--- src/rtl/read_burst_ctrl.sv ---
// read_burst_ctrl: issues one read request per row of a burst, waits for the
// read stage's acknowledge before the next request, and accumulates returned
// words. A per-request wait counter aborts the burst if an ack never arrives.
module read_burst_ctrl #(
  parameter int ROW_W   = 4,
  parameter int DATA_W  = 32,
  parameter int TIMEOUT = 15
) (
  input  logic                    clk,
  input  logic                    rst,
  input  logic                    start,
  input  logic [ROW_W-1:0]        start_row,
  input  logic [ROW_W:0]          count,
  output logic                    rd_valid,
  output logic [ROW_W-1:0]        rd_row,
  input  logic                    rd_ack,
  input  logic [DATA_W-1:0]       rd_data,
  output logic                    busy,
  output logic                    done,
  output logic [DATA_W+ROW_W-1:0] sum,
  output logic                    timeout_err
);

  typedef enum logic [1:0] {IDLE, ISSUE, WAIT, DONE} state_t;

  localparam logic [7:0]       TO_L    = 8'(TIMEOUT);
  localparam logic [ROW_W-1:0] ROW_ONE = 1;
  localparam logic [ROW_W:0]   REM_ONE = 1;

  state_t         state;
  logic [ROW_W:0] remaining;
  logic [7:0]     wcnt;

  // Burst sequencer; every output is a register updated on state transitions.
  // rd_row doubles as the current-row register: it advances on each ack.
  always_ff @(posedge clk or posedge rst) begin
    if (rst) begin
      state       <= IDLE;
      remaining   <= '0;
      wcnt        <= '0;
      rd_valid    <= 1'b0;
      rd_row      <= '0;
      busy        <= 1'b0;
      done        <= 1'b0;
      sum         <= '0;
      timeout_err <= 1'b0;
    end else begin
      case (state)
        IDLE: begin
          done     <= 1'b0;
          rd_valid <= 1'b0;
          if (start) begin
            sum         <= '0;
            timeout_err <= 1'b0;
            busy        <= 1'b1;
            if (count != '0) begin
              remaining <= count;
              rd_row    <= start_row;
              rd_valid  <= 1'b1;
              state     <= ISSUE;
            end else begin
              // empty burst: complete without touching the read stage
              done  <= 1'b1;
              state <= DONE;
            end
          end
        end
        ISSUE: begin
          rd_valid <= 1'b0;
          wcnt     <= '0;
          state    <= WAIT;
        end
        WAIT: begin
          // an ack on the final wait cycle takes priority over the timeout
          if (rd_ack) begin
            sum       <= sum + {{ROW_W{1'b0}}, rd_data};
            remaining <= remaining - REM_ONE;
            if (remaining == REM_ONE) begin
              done  <= 1'b1;
              state <= DONE;
            end else begin
              rd_row   <= rd_row + ROW_ONE;
              rd_valid <= 1'b1;
              state    <= ISSUE;
            end
          end else if (wcnt + 8'd1 == TO_L) begin
            timeout_err <= 1'b1;
            done        <= 1'b1;
            state       <= DONE;
          end else begin
            wcnt <= wcnt + 8'd1;
          end
        end
        DONE: begin
          done  <= 1'b0;
          busy  <= 1'b0;
          state <= IDLE;
        end
        default: state <= IDLE;
      endcase
    end
  end

endmodule

--- config.mk ---
export PLATFORM = sky130hd
export DESIGN_NAME = read_burst_ctrl
export DESIGN_NICKNAME = d
export VERILOG_FILES = /design/src/rtl/read_burst_ctrl.sv
export SDC_FILE = /design/constraint.sdc
export NUM_CORES = 1
export LEC_CHECK = 0
export ABC_AREA = 1
export BUFFER_PORTS_ARGS = -buffer_cell sky130_fd_sc_hd__clkbuf_2
export CAP_MARGIN = 20
export CORE_MARGIN = 3
export CORE_UTILIZATION = 27
export CTS_CLUSTER_DIAMETER = 80
export CTS_CLUSTER_SIZE = 20
export DETAILED_ROUTE_END_ITERATION = 7
export GPL_TIMING_DRIVEN = 0
export SYNTH_ARGS = -nofsm -noshare
export SYNTH_HDL_FRONTEND = slang
export SYNTH_SLANG_ARGS = --single-unit
--- constraint.sdc ---
create_clock -name clk -period 1.7 [get_ports clk]
set_input_delay 0.17 -clock clk [delete_from_list [all_inputs] [get_ports clk]]
set_output_delay 0.17 -clock clk [all_outputs]
set_load 0.02 [all_outputs]
=== After elaboration in Yosys (flattened, before gate mapping) ===
Cells that the tools add are included.

* Bits in registers: 59
* Output and inout port bits: 44
* Word-level logic and storage cells: 80

* Eq/ne operators: 14
* Reductions and logical operators: 16
* Multiplexer cells: 37
* $add $sub $neg: 4

{| class="wikitable"
|+ Operators by type and width
! operator !! count
|-
| $mux W36 || 2
|-
| $pmux W36 S2 || 1
|-
| $add A36 B32 Y36 || 1
|-
| $mux W4 || 4
|-
| $mux W8 || 2
|-
| $pmux W8 S2 || 1
|-
| $mux W5 || 3
|-
| $ne A2 B2 Y1 const B || 7
|-
| $mux W1 || 12
|-
| $reduce_and A3 Y1 || 4
|-
| $mux W2 || 5
|-
| $pmux W5 S2 || 1
|-
| $add A8 B1 Y8 const B || 1
|-
| $eq A8 B4 Y1 const B || 1
|-
| $pmux W2 S4 || 1
|-
| $pmux W4 S2 || 1
|-
| $reduce_and A4 Y1 || 2
|-
| $ne A3 B3 Y1 const B || 2
|-
| $pmux W1 S3 || 2
|-
| $reduce_bool A2 Y1 || 3
|-
| $reduce_bool A3 Y1 || 2
|-
| $eq A5 B1 Y1 const B || 1
|-
| $reduce_and A5 Y1 || 1
|-
| $reduce_bool A5 Y1 || 1
|-
| other kinds (7) || 10
|}

=== Longest topological paths before layout ===
Gate-level depths: netlist (run 1).

* Depth after elaboration: 5
* Depth in mapped cells: 15
* Mapped depth without buffers: 14

=== Worst setup path before layout (run 1) ===
OpenSTA, ideal clock, no wires.

* Path kind: register to register
* Start: register sum[0]
* End: register sum[28]
* Required time: 1.583 ns
* Path slack: -0.276 ns
* Arrival: 1.859 ns
* Cell stages (with the launch flop): 12
* Buffers on the path: 0
* Cells stage by stage: dfrtp_1 ha_1 fa_1 nand3_1 nand3_1 nand2_1 nand2_1 a21o_1 nand2_1 nand3_1 nand3_1 nand2_1

* Cells in the longest elaborated chain, start to end: 3

{| class="wikitable"
|+ Ends and longest elaborated chain
! item !! line !! text
|-
| start, declared || 20 || <nowiki>output logic [DATA_W+ROW_W-1:0] sum,</nowiki>
|-
| start signal, assigned || 76 || <nowiki>sum <= sum + {{ROW_W{1'b0}}, rd_data};</nowiki>
|-
| $add A36 B32 Y36 || 76 ||
|-
| $mux W36 || 75 || <nowiki>if (rd_ack) begin</nowiki>
|-
| $pmux W36 S2 || 48 || <nowiki>case (state)</nowiki>
|}

Every way passes these cells. The select of a mux whose other input is x is not followed.
A chain may end at the register's enable or synchronous reset.

=== Final worst setup path (run 1) ===
* Start: register sum[15]
* End: register sum[28]

The elaborated chain is that of the path after synthesis.

==> results of run 1 <==
synth_stat cells:
master | number | area share (%)
nand2_1 | 299 | 22
xor2_1 | 4 | 0.68
nor2_1 | 85 | 6.2
nand3_2 | 1 | 0.20
or2_2 | 2 | 0.24
a31oi_1 | 3 | 0.37
inv_1 | 101 | 7.4
and2_0 | 1 | 0.12
a21oi_1 | 40 | 3.9
o31a_1 | 1 | 0.17
o211ai_1 | 3 | 0.44
nor2_2 | 3 | 0.37
nand3b_1 | 3 | 0.44
nand3_1 | 52 | 5.1
o21ai_2 | 2 | 0.34
a32o_1 | 1 | 0.20
inv_2 | 6 | 0.44
buf_4 | 3 | 0.44
o31ai_1 | 3 | 0.44
buf_6 | 3 | 0.66
o21bai_1 | 6 | 0.88
nand4_1 | 4 | 0.49
a21o_1 | 2 | 0.29
o21ai_1 | 5 | 0.49
nor4_1 | 1 | 0.12
ha_1 | 43 | 11
buf_2 | 3 | 0.29
a21boi_0 | 2 | 0.29
dfrtp_1 | 59 | 29
and3_1 | 3 | 0.37
fa_1 | 1 | 0.39
nand2_2 | 2 | 0.24
a31o_2 | 2 | 0.34
o21ai_0 | 43 | 4.2
xnor2_1 | 6 | 1.0
nor3_1 | 5 | 0.49
clkbuf_1 | 2 | 0.15
a22o_1 | 3 | 0.51
per-stage QoR:
stage / area [sq um] / hold slack (ps) / std cells / setup WS, ps / setup TNS [ps]
3_3_place_gp: 6310 / 434 / 1125 / -1160 / -73440
2_1_floorplan: 5580 / 326 / 808 / -112 / -1460
3_5_place_dp: 6330 / 298 / 1126 / -367 / -13990
4_1_cts: 7700 / 79.2 / 1209 / -306 / -3700
6_report: 8620 / 90.3 / 1247 / -250 / -4210
5_1_grt: 8620 / 110 / 1247 / -375 / -8290
worst max-delay path, stage by stage (launching register included):
cell and delay (ps):
dfrtp_2 430, ha_4 330, nand2_2 140, nor2_2 200, inv_1 110, nor2_2 160, and3_1 180, nand2_2 70
nand2_1 60, nand2_1 40, nand3_1 80, nand2_1 60
routing by layer:
| metal | global-route usage, % | routed length [um] |
|---|---|---|
| met5 | 0 | 0 |
| met4 | 3.96 | 314 |
| met3 | 4.69 | 1150 |
| met2 | 28.9 | 9220 |
| met1 | 21.6 | 7930 |
final timing paths:
check | endpoint | slack, ps | cells after the start
hold reg to reg | done$_DFFE_PP0P_ | 480 | 2
min in group asynchronous | sum[30]$_DFFE_PP0P_ | 450 | 3
max in group asynchronous | sum[6]$_DFFE_PP0P_ | 610 | 4
setup / recovery | sum[28]$_DFFE_PP0P_ | -250 | 11
hold / removal | rd_row[1]$_DFFE_PP0P_ | 90 | 3
setup reg to reg | sum[28]$_DFFE_PP0P_ | -250 | 11
sequential cells by signal, summed over array words and instances (netlist names):
register / cells
sum: 36
rd_row: 4
wcnt: 8
state: 2
timeout_err: 1
done: 1
remaining: 5
rd_valid: 1
busy: 1
cell usage in the layout (no fill, tap or decap), types with 3 or more instances in the layout:
master	count
buf_4	87
inv_8	3
nor2_2	18
o21ai_0	15
buf_8	3
a21oi_1	16
o21ai_1	22
nor2_4	19
nand3b_1	3
nand2_1	209
nand3_1	23
xor2_1	3
a31oi_1	3
o21ai_2	13
nand4_1	4
a21oi_4	5
nor2_1	51
nand3_4	6
clkbuf_2	89
ha_4	34
inv_1	89
a22o_1	3
xnor2_1	4
nand2_2	63
o211ai_1	3
clkbuf_16	9
nand2_4	28
dfrtp_2	19
nand3_2	24
buf_12	4
ha_1	9
a21oi_2	19
inv_2	12
dfrtp_1	40
o21bai_1	5
clkinvlp_4	3
buf_6	19
logic make-up (layout without fill, tap and decap cells):
family	count (synthesis)	count (layout)
flops	59	59
fa+ha+maj	44	44
buf+inv	118	328
compound gates	116	116
xor+xnor	10	10
simple gates	461	461
what timing repair did:
| action | CTS | global route |
|---|---|---|
| pin swaps | 49 | 84 |
| resized for setup | 164 | 181 |
| setup buffers | 66 | 37 |
| endpoints found under the hold margin | 26 | 0 |
| hold buffers | 1 | 0 |
| setup endpoints to repair | 56 | 56 |
| gates cloned | 1 | 1 |
power by group:
part           internal, uW  switching, uW  leakage (uW)
Sequential             1970            559      0.000761
Combinational          4750           6120       0.00337
Clock                  1020            727      0.000130
Total                  7740           7410       0.00426
area by class of cell:
type | instances | area, sq um | area share, %
multi-input combinational | 631 | 4630 | 53.8
sequential | 59 | 1500 | 17.4
timing repair buffer | 194 | 1340 | 15.6
inverter | 107 | 434 | 5.04
tap | 229 | 287 | 3.33
clock buffer | 10 | 239 | 2.77
buffer | 11 | 143 | 1.66
clock inverter | 6 | 41.3 | 0.479
==> flow_summary.ini, run 1 <==
[synthesis]
synth_adder_area_share_pct = 10.9
yosys_warnings = 0
synth_mux_area_share_pct = 0
synth_top_family_by_area = simple AND/OR/NAND/NOR gates
yosysUniqueCellTypes = 38
synth-xor-area-share_pct = 1.71
syn-num-nets = 897
syn_area_sq_mm = 0.00512
seq_area_frac_synth_pct = 28.8
synthSimpleGateAreaFrac_pct = 36.3
synth-compound-area-share_pct = 12.9
ys_ff_latch = 59
synthCells = 808
avgSynthCellArea_sq_um = 6.34

[sta]
fin_ws_ps = -250
setup_violations = 42
fin_crit_ps = 1950
max_freq_ghz = 0.513
clock_skew_ps = 13.9
rsz0062_at_grt = true
hold_viol = 0
worst_pin_slew_ps = 648
min_period_over_period_pct = 115
slew_viol_final = 0
max_slew_margin_pct = 56.8

[run_status]
status = complete, but fails checks
violations = setup timing

[final_layout]
fill_cells = 1730
diodes = 0
drive_gt1_share_pct = 49.7
final_util_pct = 47.2
area_growth_pct = 68.2
nNetsFinal = 1102

[global_route]
grt_overflow_total = 0
grt_start_max_net_pins = 34
antenna_found_initial = 0
grt_pass1_vias = 5602
grt_usage_pct = 17.0
grt_pass1_wl_mm = 27.9

[floorplan]
core_area_sq_mm = 0.0183
fp.dieArea_sq_mm = 0.0207
die_width_um = 144
ioPinCount = 89
start_util_pct = 28.0
row_count = 49
die_h_um = 144

[clock_network]
clkTransAtPathRegs_ps = 60
clk_path_buf_depth = 2
cts-root-buf = clkbuf_16
cts_buffers = 9
cts_tree = done
htreeDepth = 3
clkSinkCount = 59
clk_latency_ps = 350

[route]
wirelength_mm = 18.6
drtIter0Drc = 275
remaining_drc_errors = 0
via_per_inst = 4.81
detail_route.first_pass.iterations = 5
via_count = 5994
ant_nets = 0
wl_per_cell_um = 14.9

[power]
p_total_uw = 15100
p_leak_uw = 0.00426
irDropWorstVdd_mv = 1.04
p_per_area_mw_per_mm2 = 1760

[hold_path]
hp-class = in2reg
holdCritStartpoint = start_row[1]

[run]
cap_violations = 0

[placed_design]
gp_congestion = 0.916
hpwl_mm = 12.6
numPortBuffers = 88

[worst_setup_path]
critical_path.startpoint = sum[15]$_DFFE_PP0P_
required_ps = 1940
cp_data_arrival_time_ps = 2190
crit_type = reg2reg
critPathLaunchType = flip-flop
critPathMaxFanout = 5
r2r_start = sum[15]$_DFFE_PP0P_
end_kind = flip-flop
(Power assumes the default switching activity.)
==> inputs of run 2 (changes only) <==
==> constraint.sdc (replaced) <==
create_clock -name clk -period 1.7 [get_ports clk]
set_input_delay 0.17 -clock clk [delete_from_list [all_inputs] [get_ports clk]]
set_output_delay 0.17 -clock clk [all_outputs]
set_load 0.005 [all_outputs]
==> run 2 against run 1 <==
- the run still ends with setup timing left
- register-to-register slack hardly changed
- worst hold slack got worse by 12 ps
- die area unchanged
- global-route usage increased by 0.31 points
- power decreased by 1.8%
- non-clock buffer count is 10 lower
- sequential share of layout area shrank 0.33 points
- cell count down 0.80%
==> flow_summary.ini, run 2 (synthesized netlist as in run 1, its figures left out) <==
[power]
irDropWorstVdd_mv = 0.889
p_total_uw = 14900
p_leak_uw = 0.00433
clkPwrFrac_pct = 12.5
internal_power_uw = 7960
p_per_area_mw_per_mm2 = 1710
power_frac_seq_pct = 16.9
p_sw_share_pct = 46.5
pwr-share-comb_pct = 70.6
p_sw_uw = 6920

[clock_network]
clk_path_buf_depth = 2
cts-root-buf = clkbuf_16
clkSinkCount = 59
clkTransAtPathRegs_ps = 50
cts_tree = done
htreeDepth = 3
cts_buffers = 9
clk_latency_ps = 340

[run_status]
violations = setup timing
status = complete, but fails checks

[worst_setup_path]
crit_type = reg2reg
critPathLaunchType = flip-flop
r2r_start = sum[0]$_DFFE_PP0P_
critical_path.startpoint = sum[0]$_DFFE_PP0P_
reg2reg_to = sum[28]$_DFFE_PP0P_
end_kind = flip-flop
cp_data_arrival_time_ps = 2200
rr_worst_depth = 11
critPathMaxFanout = 4
required_ps = 1930
rrSetupSlack_ps = -260
crit_end = sum[28]$_DFFE_PP0P_

[sta]
slew_viol_final = 0
fin_ws_ps = -264
hold_viol = 0
worst_pin_slew_ps = 531
max_slew_margin_pct = 64.6
hold_slack_ps = 78.1
min_period_over_period_pct = 116
setup_violations = 45
fin_crit_ps = 1960
max_freq_ghz = 0.509
clock_skew_ps = 7.89
tns_ps = -4850
rsz0062_at_grt = true

[route]
wl_per_cell_um = 15.1
detail_route.first_pass.iterations = 6
ant_nets = 0
wirelength_mm = 18.7
via_per_inst = 4.86
drtIter0Drc = 291
remaining_drc_errors = 0
via_count = 6013

[floorplan]
die_width_um = 144
start_util_pct = 28.0
ioPinCount = 89
die_h_um = 144
core_area_sq_mm = 0.0183
row_count = 49
fp.dieArea_sq_mm = 0.0207

[placed_design]
gp_congestion = 0.919
hpwl_mm = 12.3
place_area_sq_mm = 0.00597
numPortBuffers = 88
dp.cells = 1126

[final_layout]
area_growth_pct = 69.5
layout_commonest_cell = nand2_1
stdcell_area_sq_mm = 0.00868
largest_reg_flops = 36
stdcell_count = 1237
fill_cells = 1720
drive_gt1_share_pct = 47.5
top_regs = sum x36, wcnt x8, remaining x5
most-common-layout-cells = 216 x nand2_1, 91 x inv_1, 90 x clkbuf_2
regMostFlops = sum
nNetsFinal = 1092
diodes = 0

[hold_path]
hp-class = in2reg

[global_route]
grt_start_max_net_pins = 39
grt_pass1_wl_mm = 28.5
antenna_found_initial = 0
grt_overflow_total = 0
grt_pass1_vias = 5704
grt_usage_pct = 17.3

[run]
cap_violations = 0
## run 2: cell types whose count changed in the layout (fill, tap and decap cells not counted), moves of 5 or more
cell     before  now
buf_12        4    9
buf_4        87   72
dfrtp_1      40   54
dfrtp_2      19    5
nand2_1     209  216
nand2_2      63   52
nor2_2       18   23
o21ai_0      15   20
o21ai_1      22   16
## run 2: repair_timing
item,4_1_cts,5_1_grt
cloned,1,4
hold buffers,1,0
buffers inserted,68,26
endpoints found under the setup margin,56,57
pin swaps,63,79
gates resized for setup,192,182
hold endpoints to repair,21,0
## run 2: layer usage
metal  routed length (um)  share of wire (%)  vias to the layer above  global-route usage [%]
met5                    0                  0                        -                       0
li1                     -                  -                     2969                       -
met2                 9270                 50                      175                    29.2
met3                 1120                6.0                       44                    4.43
met4                  515                2.8                        0                    5.95
met1                 7770                 42                     2825                    21.6
## run 2: area by class of cell
class                   count  area, sq um  share of cell area, %
plain buffers              11          163                   1.87
clock buffers              12          246                   2.84
clock inverters             4         50.0                  0.577
inverters                 107          434                   5.00
multi-input cells         631         4660                   53.7
flip-flops and latches     59         1480                   17.1
well taps                 229          287                   3.30
repair buffers            184         1360                   15.7
## run 2: critical path, cell delays in order, from the launching register on
cell and delay (ps):
dfrtp_1 400, ha_4 180, fa_2 390, nand3_2 90, nand3_2 80, nand2_1 90, nand2_2 90, a21o_4 260
nand2_4 70, nand3_2 70, nand3_2 80, nand2_1 40
## run 2: worst min-delay path by stage
stage | startpoint | end | slack (ps) | cells after the start
2_1_floorplan | start_row[1] | rd_row[1]$_DFFE_PP0P_ | 330 | 2
5_1_grt | start_row[1] | rd_row[1]$_DFFE_PP0P_ | 90 | 3
4_1_cts | start_row[1] | rd_row[1]$_DFFE_PP0P_ | 70 | 3
6_report | start_row[1] | rd_row[1]$_DFFE_PP0P_ | 80 | 3
3_3_place_gp | start_row[1] | rd_row[1]$_DFFE_PP0P_ | 430 | 3
3_5_place_dp | rst | rd_valid$_DFFE_PP0P_ | 240 | 2
## run 2: power by group through the flow
stage / Combinational, uW / Clock [uW] / Sequential, uW
2_1_floorplan: 3980 / 0 / 2390
3_3_place_gp: 5710 / 0 / 2440
3_5_place_dp: 5740 / 0 / 2450
4_1_cts: 8430 / 1900 / 2480
5_1_grt: 11400 / 1960 / 2580
6_report: 10500 / 1860 / 2510
## run 2: stage by stage
| step | setup slack [ps] | util (%) |
|---|---|---|
| 3_3_place_gp | -937 | 32.6 |
| 3_5_place_dp | -401 | 32.7 |
| 6_report | -264 | 47.5 |
| 5_1_grt | -375 | 47.5 |
| 4_1_cts | -307 | 42.4 |
| 2_1_floorplan | -72.2 | - |
==> inputs of run 3 (changes only) <==
--- a/config.mk
+++ b/config.mk
@@ -8,12 +8,16 @@
 export ABC_AREA = 1
 export BUFFER_PORTS_ARGS = -buffer_cell sky130_fd_sc_hd__clkbuf_2
 export CAP_MARGIN = 20
+export CELL_PAD_IN_SITES_DETAIL_PLACEMENT = 0
+export CELL_PAD_IN_SITES_GLOBAL_PLACEMENT = 2
 export CORE_MARGIN = 3
 export CORE_UTILIZATION = 27
+export CTS_BUF_LIST = sky130_fd_sc_hd__clkbuf_2
 export CTS_CLUSTER_DIAMETER = 80
 export CTS_CLUSTER_SIZE = 20
 export DETAILED_ROUTE_END_ITERATION = 7
 export GPL_TIMING_DRIVEN = 0
+export PLACE_DENSITY_LB_ADDON = 0.1
 export SYNTH_ARGS = -nofsm -noshare
 export SYNTH_HDL_FRONTEND = slang
 export SYNTH_SLANG_ARGS = --single-unit
==> run 3 against run 2 <==
- sequential power is 2% lower
- worst setup slack got worse by 43 ps
- cell count grew 4.0%
- critical path depth increased by 1
- non-clock buffer count grew 49
- clock skew up 21 ps
- wire length is 5.1% higher
- the flow still finishes with violations (setup timing)
- global-route usage increased by 1.6 points
- power barely moved
- clock-buffer cell count down 3
- worst hold slack lost 49 ps
- clock power shrank 38%
==> flow_summary.ini, run 3 (synthesized netlist as in run 1, its figures left out) <==
[power]
p_per_area_mw_per_mm2 = 1650
pwr-share-comb_pct = 75.7
p_sw_uw = 7150
p_leak_uw = 0.00453
clkPwrFrac_pct = 7.8
p_total_uw = 14900
power_frac_seq_pct = 16.5
p_sw_share_pct = 48.1
internal_power_uw = 7730
irDropWorstVdd_mv = 0.685

[global_route]
grt_pass1_wl_mm = 30.4
antenna_found_initial = 1
grt_overflow_total = 0
grt_usage_pct = 18.9
grt_pass1_vias = 5877
grt_start_max_net_pins = 60

[worst_setup_path]
worst-path-buf-inv = 1
crit_type = reg2reg
critPathLaunchType = flip-flop
cp_slowest_cell = dfrtp_1
path_common_cell = nand2_1
path_cells = ha_4 > fa_2 > buf_4 > nand3_2 > nand3_4 > nand2_4 > nand3_4 > nand2_1 > nand2_1 > nand2_1 > nand2_1 > nor2_1
crit_family = simple AND/OR/NAND/NOR gates
cp_data_arrival_time_ps = 2530
critPathMaxFanout = 4
end_kind = flip-flop
required_ps = 2220
cp_slowest_stage_delay_ps = 460

[route]
via_count = 6018
remaining_drc_errors = 0
drtIter0Drc = 257
wl_per_cell_um = 15.2
via_per_inst = 4.68
detail_route.first_pass.iterations = 4
ant_nets = 0
wirelength_mm = 19.6

[clock_network]
clkSinkCount = 59
cts_tree = done
cts_buffers = 9
clkTransAtPathRegs_ps = 230
htreeDepth = 3
clk_path_buf_depth = 2
clk_latency_ps = 580
cts-root-buf = clkbuf_2

[placed_design]
place_area_sq_mm = 0.00595
gp_congestion = 0.896
numPortBuffers = 88
hpwl_mm = 13.5

[sta]
max_slew_margin_pct = 45.3
hold_viol = 0
max_freq_ghz = 0.498
fin_crit_ps = 2010
worst_pin_slew_ps = 821
setup_violations = 49
clock_skew_ps = 29.3
slew_viol_final = 0
min_period_over_period_pct = 118
rsz0062_at_grt = true
fin_ws_ps = -307
tns_ps = -5320

[floorplan]
start_util_pct = 28.0
fp.dieArea_sq_mm = 0.0207
die_h_um = 144
row_count = 49
die_width_um = 144
core_area_sq_mm = 0.0183
ioPinCount = 89

[final_layout]
most-common-layout-cells = 207 x nand2_1, 98 x clkbuf_2, 89 x buf_4
final_util_pct = 49.4
regMostFlops = sum
stdcell_area_sq_mm = 0.00903
layout_commonest_cell = nand2_1
nNetsFinal = 1141
area_growth_pct = 76.4
top_regs = sum x36, wcnt x8, remaining x5
drive_gt1_share_pct = 48.8
largest_reg_flops = 36

[run]
cap_violations = 0

[run_status]
violations = setup timing
status = complete, but fails checks

[hold_path]
hp-class = in2reg
[run 3: cell types whose count changed in the layout (fill, tap and decap cells not counted), moves of 6 or more]
cell | before | now
buf_4 | 72 | 89
clkbuf_16 | 13 | 2
dlygate4sd3_1 | 1 | 27
nand2_2 | 52 | 60
buf_6 | 15 | 27
clkbuf_2 | 90 | 98
nand2_1 | 216 | 207
nor2_2 | 23 | 17
o21ai_1 | 16 | 25
o21ai_0 | 20 | 14
[run 3: metal layers]
layer / part of all wire, % / wire length, um / GRT usage, % / up-vias
met5: 0 / 0 / 0 / -
met4: 1.8 / 347 / 5.45 / 0
met3: 3.9 / 774 / 3.76 / 19
met2: 51 / 10000 / 34.4 / 91
met1: 43 / 8470 / 22.5 / 2814
li1: - / - / - / 3094
[run 3: final cells by class]
class / count / area, sq um
Fill cell: 1844 / 9240
Multi-Input combinational cell: 631 / 4760
Timing Repair Buffer: 235 / 1790
Sequential cell: 59 / 1480
Inverter: 107 / 442
Tap cell: 229 / 287
Buffer: 9 / 133
Clock inverter: 7 / 92.6
Clock buffer: 9 / 45.0
Antenna cell: 1 / 2.50
[run 3: worst reg2reg max path: stages, from the launching register on]
cell and delay [ps]:
dfrtp_1 460, ha_4 180, fa_2 400, buf_4 160, nand3_2 80, nand3_4 110, nand2_4 90, nand3_4 90
nand2_1 80, nand2_1 70, nand2_1 70, nand2_1 50, nor2_1 110
[run 3: final timing paths]
kind | end | slack (ps) | start | cells past startpoint
setup / recovery | sum[34]$_DFFE_PP0P_ | -310 | sum[0]$_DFFE_PP0P_ | 12
hold / removal | sum[9]$_DFFE_PP0P_ | 30 | rd_data[9] | 4
setup reg to reg | sum[34]$_DFFE_PP0P_ | -310 | sum[0]$_DFFE_PP0P_ | 12
hold reg to reg | rd_valid$_DFFE_PP0P_ | 510 | rd_valid$_DFFE_PP0P_ | 2
max in group asynchronous | state[1]$_DFFE_PP0P_ | 830 | rst | 3
min in group asynchronous | sum[5]$_DFFE_PP0P_ | 260 | rst | 3
[run 3: through the flow]
step	worst slack (ps)	cells	hold WS (ps)
6_report	-307	1287	28.6
5_1_grt	-406	1287	13.2
4_1_cts	-331	1255	2.95
3_5_place_dp	-519	1125	393
3_3_place_gp	-1050	1125	428
2_1_floorplan	-72.2	808	326
[run 3: power by group through the flow]
stage,Clock [uW],Sequential (uW),Combinational (uW)
floorplan,0,2390,3980
global placement,0,2430,5950
detailed placement,0,2450,5950
CTS,1210,2440,9450
global route,1260,2530,12300
finish,1160,2450,11300
[run 3: repair_timing]
| item | CTS | global route |
|---|---|---|
| gates cloned | 2 | 2 |
| buffers inserted | 87 | 33 |
| hold buffers | 27 | 0 |
| resized for setup | 278 | 140 |
| endpoints found under the hold margin | 89 | 0 |
| endpoints found under the setup margin | 56 | 58 |
| pin swaps | 72 | 79 |
